--- src/rtl/mips150_load_wb_stage.sv ---
// mips150_load_wb_stage
//
// Memory/write-back pipeline stage. It registers the EX-stage results, then
// aligns and extends the synchronous data-memory read data and drives the
// register-file write port. A one-word skid register keeps the BRAM read
// data across stalls, because the BRAM output may change while this stage
// is frozen. Misaligned loads are suppressed and counted.
//
// Ports:
//   clk, rst          clock and synchronous active-high reset
//   stall             hold stage contents this cycle
//   flush             turn the incoming instruction into a bubble
//   ex_*              instruction fields from the EX stage
//   dmem_rdata        BRAM read data, valid the cycle after the address
//   wb_we/wb_rd/wb_data  register-file write port
//   misalign          stage holds a valid misaligned load
//   misalign_cnt      saturating count of retired misaligned loads

module mips150_load_wb_stage #(
   parameter int ERR_CNT_W = 8
) (
   input  logic                 clk,
   input  logic                 rst,
   input  logic                 stall,
   input  logic                 flush,
   input  logic                 ex_valid,
   input  logic                 ex_reg_write,
   input  logic                 ex_is_load,
   input  logic [2:0]           ex_mask,
   input  logic [4:0]           ex_rd,
   input  logic [31:0]          ex_alu_result,
   input  logic [31:0]          dmem_rdata,
   output logic                 wb_we,
   output logic [4:0]           wb_rd,
   output logic [31:0]          wb_data,
   output logic                 misalign,
   output logic [ERR_CNT_W-1:0] misalign_cnt
);

   localparam logic [2:0] MASK_LB  = 3'b000;
   localparam logic [2:0] MASK_LH  = 3'b001;
   localparam logic [2:0] MASK_LW  = 3'b010;
   localparam logic [2:0] MASK_LBU = 3'b011;
   localparam logic [2:0] MASK_LHU = 3'b100;

   localparam logic [ERR_CNT_W-1:0] CNT_ONE = ERR_CNT_W'(1);

   logic                 valid_reg;
   logic                 reg_write_reg;
   logic                 is_load_reg;
   logic [2:0]           mask_reg;
   logic [4:0]           rd_reg;
   logic [31:0]          alu_result_reg;
   logic [31:0]          rdata_hold_reg;
   logic                 held_reg;
   logic [ERR_CNT_W-1:0] misalign_cnt_reg;

   logic [31:0] word_sel;
   logic [7:0]  lane [4];
   logic [7:0]  byte_sel;
   logic [15:0] half_sel;
   logic [31:0] load_data;
   logic        bad_align;

   always_ff @(posedge clk) begin
      if (rst) begin
         valid_reg      <= 1'b0;
         reg_write_reg  <= 1'b0;
         is_load_reg    <= 1'b0;
         mask_reg       <= 3'b000;
         rd_reg         <= 5'd0;
         alu_result_reg <= 32'd0;
         rdata_hold_reg <= 32'd0;
         held_reg       <= 1'b0;
      end else if (!stall) begin
         valid_reg      <= ex_valid & ~flush;
         reg_write_reg  <= ex_reg_write;
         is_load_reg    <= ex_is_load;
         mask_reg       <= ex_mask;
         rd_reg         <= ex_rd;
         alu_result_reg <= ex_alu_result;
         held_reg       <= 1'b0;
      end else if (!held_reg) begin
         // First stall cycle: the BRAM output still belongs to this
         // instruction, so capture it before the address moves on.
         rdata_hold_reg <= dmem_rdata;
         held_reg       <= 1'b1;
      end
   end

   always_ff @(posedge clk) begin
      if (rst)
         misalign_cnt_reg <= '0;
      else if (misalign && !stall && !(&misalign_cnt_reg))
         misalign_cnt_reg <= misalign_cnt_reg + CNT_ONE;
   end

   assign word_sel = held_reg ? rdata_hold_reg : dmem_rdata;

   // Big-endian byte lanes: lane 0 is the most significant byte.
   genvar gi;
   generate
      for (gi = 0; gi < 4; gi++) begin : g_lane
         assign lane[gi] = word_sel[31-8*gi -: 8];
      end
   endgenerate

   assign byte_sel = lane[alu_result_reg[1:0]];
   assign half_sel = alu_result_reg[1] ? word_sel[15:0] : word_sel[31:16];

   always_comb begin
      load_data = word_sel;
      bad_align = 1'b1;
      case (mask_reg)
         MASK_LB: begin
            load_data = {{24{byte_sel[7]}}, byte_sel};
            bad_align = 1'b0;
         end
         MASK_LBU: begin
            load_data = {24'd0, byte_sel};
            bad_align = 1'b0;
         end
         MASK_LH: begin
            load_data = {{16{half_sel[15]}}, half_sel};
            bad_align = alu_result_reg[0];
         end
         MASK_LHU: begin
            load_data = {16'd0, half_sel};
            bad_align = alu_result_reg[0];
         end
         MASK_LW: begin
            load_data = word_sel;
            bad_align = |alu_result_reg[1:0];
         end
         default: begin
            // Reserved load types never write back.
            load_data = word_sel;
            bad_align = 1'b1;
         end
      endcase
   end

   assign misalign     = valid_reg & is_load_reg & bad_align;
   // Gating with stall gives exactly one write however long the stall lasts.
   assign wb_we        = valid_reg & reg_write_reg & (rd_reg != 5'd0) & ~misalign & ~stall;
   assign wb_rd        = rd_reg;
   assign wb_data      = is_load_reg ? load_data : alu_result_reg;
   assign misalign_cnt = misalign_cnt_reg;

endmodule

--- config.mk ---
export PLATFORM = sky130hd
export DESIGN_NAME = mips150_load_wb_stage
export DESIGN_NICKNAME = d
export VERILOG_FILES = /design/src/rtl/mips150_load_wb_stage.sv
export SDC_FILE = /design/constraint.sdc
export NUM_CORES = 1
export LEC_CHECK = 0
export CELL_PAD_IN_SITES_DETAIL_PLACEMENT = 0
export CELL_PAD_IN_SITES_GLOBAL_PLACEMENT = 1
export CORE_UTILIZATION = 30
export DETAILED_ROUTE_END_ITERATION = 6
export MAX_ROUTING_LAYER = met4
export PLACE_DENSITY_LB_ADDON = 0.1
export SETUP_SLACK_MARGIN = 0.2
export SYNTH_ARGS = -nofsm -noshare
export SYNTH_HDL_FRONTEND = slang
export SYNTH_SLANG_ARGS = --single-unit
--- constraint.sdc ---
create_clock -name clk -period 2.84 [get_ports clk]
set_input_delay 0.568 -clock clk [delete_from_list [all_inputs] [get_ports clk]]
set_output_delay 0.568 -clock clk [all_outputs]
set_load 0.1 [all_outputs]
==> metrics <==
initial core utilization 31.21%; total grt overflow 0; min-delay src rdata_hold_reg[6]; share of layout cells above drive strength 1 30.84%; clk_lat worst skew about 0.35 ns; clock buffer count from CTS 9; Max Slew Vio Count 0; Peak supply drop 0.3232 mV; Worst Setup Path Type in -> out; r2r setup slk 0.82 ns; antenna-violating nets left 0; H-tree depth 3; most frequent cells in the layout 88 x nor2_1, 77 x dfxtp_1, 67 x clkdlybuf4s50_1; Setup WS pre-CTS -0.2693 ns; Critical Path AT ~2.3 ns; worst-path fanout max 8; Clock transition at path regs 0.06 ns; RSZ-0062 raised after global routing yes; largest net degree at the start of global routing 57; Hold Path End rdata_hold_reg[6]; measured slew at the worst slew-check pin 0.8333 ns; Final Cycle Share 101.1%; Tmin final 2.872 ns; vias in the first global route 4,268; io pins 126; Post-DP HPWL roughly 11,000 um; Fillers roughly 1,300; initial antenna violation count 2; Worst R2R End misalign_cnt[5]; row count 43; syn_nets around 590; worst endpoint required time about 2.3 ns; Residual DRC 0; Avg WL per Cell 18.29 um; ys flop type dfxtp_1; synth warn 0; Die ar. 0.01510 sq mm; gpl congestion 0.8258; Final Hold Fails 0; post-synthesis cell area 0.004383 sq mm; die height 122.9 um; first-pass GRT wire length 23,870 um; Initial DRT Pass Iterations 4; worst r2r src is_load_reg; Via density 5.093; final wirelength 15,550 um; GRT Total Usage 22.11%; max_cap viols 0; number of flops mapped to enable cells by yosys 0; synthesis-to-finish area growth 67.66%; Clock Skew 0.008088 ns; mean post-synth cell area 8.560 sq um; CTS tree built; crit end category output port; clock sinks 84; root buf cell clkbuf_16; Reg2Reg Depth 4; synthesized instance count between 500 and 600; share of flip-flops with an asynchronous set or reset 0%; vias 4,329; Core Box Area 0.01404 sq mm; Worst Slack Setup Final -0.03207 ns; Final Util 52.33%; failing checks negative setup slack; drt initial violations 202; Distinct cells, synth 50; commonest non-fill, non-tap cell in the layout nor2_1; upper clock frequency limit 348.2 MHz; Die Wd between 100 and 150 um; pwr/cell area 532.9 mW/mm^2; P_leak 2.868 nW; Seq/Total Area, Yosys a little under two fifths; input/output buffers between 100 and 150; Synth Register Bits 84; Nets 745; clock buffer depth 2; HP Class reg -> reg; Hold Buf Count CTS 0; Relative slew margins around 44%; status complete, but fails checks; Worst setup SP type input pin; Hold Path Cell Cnt 2; Setup violations, final 9
how the worst max path moves through the flow:
stage,start,end,cells past startpoint
finish,dmem_rdata[31],wb_data[18],7
CTS,alu_result_reg[1],wb_data[31],6
detailed placement,dmem_rdata[7],wb_data[31],6
floorplan,dmem_rdata[15],wb_data[10],5
global placement,dmem_rdata[7],wb_data[7],7
global route,alu_result_reg[1],wb_data[31],6
cells in the mapped netlist, types with 2 or more instances:
library cell	number	area share, %
nor2_1	88	7.5
o21a_1	2	0.34
nand3_1	13	1.5
clkbuf_1	25	2.1
a211oi_1	17	2.9
mux2_2	7	1.8
o2111ai_1	2	0.40
o22a_1	17	3.4
a31oi_1	7	1.0
o21ai_0	9	1.0
o31ai_1	5	0.86
nand2_1	43	3.7
a22oi_1	7	1.2
inv_1	11	0.94
buf_6	2	0.51
and3_1	2	0.29
nor4_1	2	0.29
mux4_2	2	1.0
o21ai_1	2	0.23
buf_2	13	1.5
nor2b_1	3	0.43
buf_1	4	0.34
mux2i_1	74	17
dfxtp_1	84	38
nand3b_1	8	1.4
a21oi_1	32	3.7
or4_1	7	1.2
o22ai_1	2	0.29
report_power, final:
part	internal, W	total (W)	switching (W)
sequential	0.00124	0.00131	0.0000643
clock	0.000719	0.00120	0.000480
combinational	0.000602	0.00141	0.000807
worst max-delay path, cell delays in order:
cell           delay, ns
dlygate4sd2_1       0.24
mux4_2              0.51
a22oi_2             0.18
buf_6               0.15
nand3_4             0.18
o22a_1              0.29
buf_12              0.18
through the flow:
step	instances	area [sq um]	hold WS, ns	total power (W)	setup TNS, ns
6_report	850	7348	0.4561	0.003916	-0.1820
5_1_grt	850	7348	0.4729	0.004065	-1.345
4_1_cts	847	7278	0.4557	0.003926	-0.1568
3_5_place_dp	805	6450	0.4465	0.002602	-5.694
3_3_place_gp	805	6450	0.4390	0.002592	-4.701
2_1_floorplan	512	4561	0.4329	0.002083	0
cell families after synthesis:
| group | share of synthesized area, % |
|---|---|
| AND/OR/NAND/NOR | 18.73 |
| flip-flops | 38.37 |
| buffers and inverters | 5.424 |
| XOR/XNOR | 0.1999 |
| AO/OA/AOI/OAI | 16.79 |
| adder cells (fa/ha/maj) | 0.5138 |
| multiplexers | 19.98 |
routing by layer:
metal / vias up / track usage, % / part of all wire (%)
met4: 0 / 4.573 / 0.79
met1: 2044 / 28.61 / 46
met5: - / - / 0
met3: 10 / 5.483 / 5.8
met2: 137 / 34.76 / 47
li1: 2138 / - / -
what timing repair did:
item | in CTS | in global routing
hold endpoints to repair | 0 | 0
pin swaps | 29 | 10
gates cloned | 2 | 0
gates resized for setup | 75 | 11
endpoints found under the setup margin | 32 | 33
buffers inserted | 26 | 1
layout make-up:
cell class / instances / area, sq um / share of cell area, %
tap: 180 / 225.2 / 3.065
inverter: 11 / 41.29 / 0.5619
clock inverter: 2 / 35.03 / 0.4768
timing repair buffer: 185 / 2128 / 28.96
clock buffer: 12 / 256.5 / 3.491
multi-input combinational: 374 / 2954 / 40.20
antenna: 2 / 5.005 / 0.06811
sequential: 84 / 1703 / 23.17
Power figures use the tool's default switching activity.
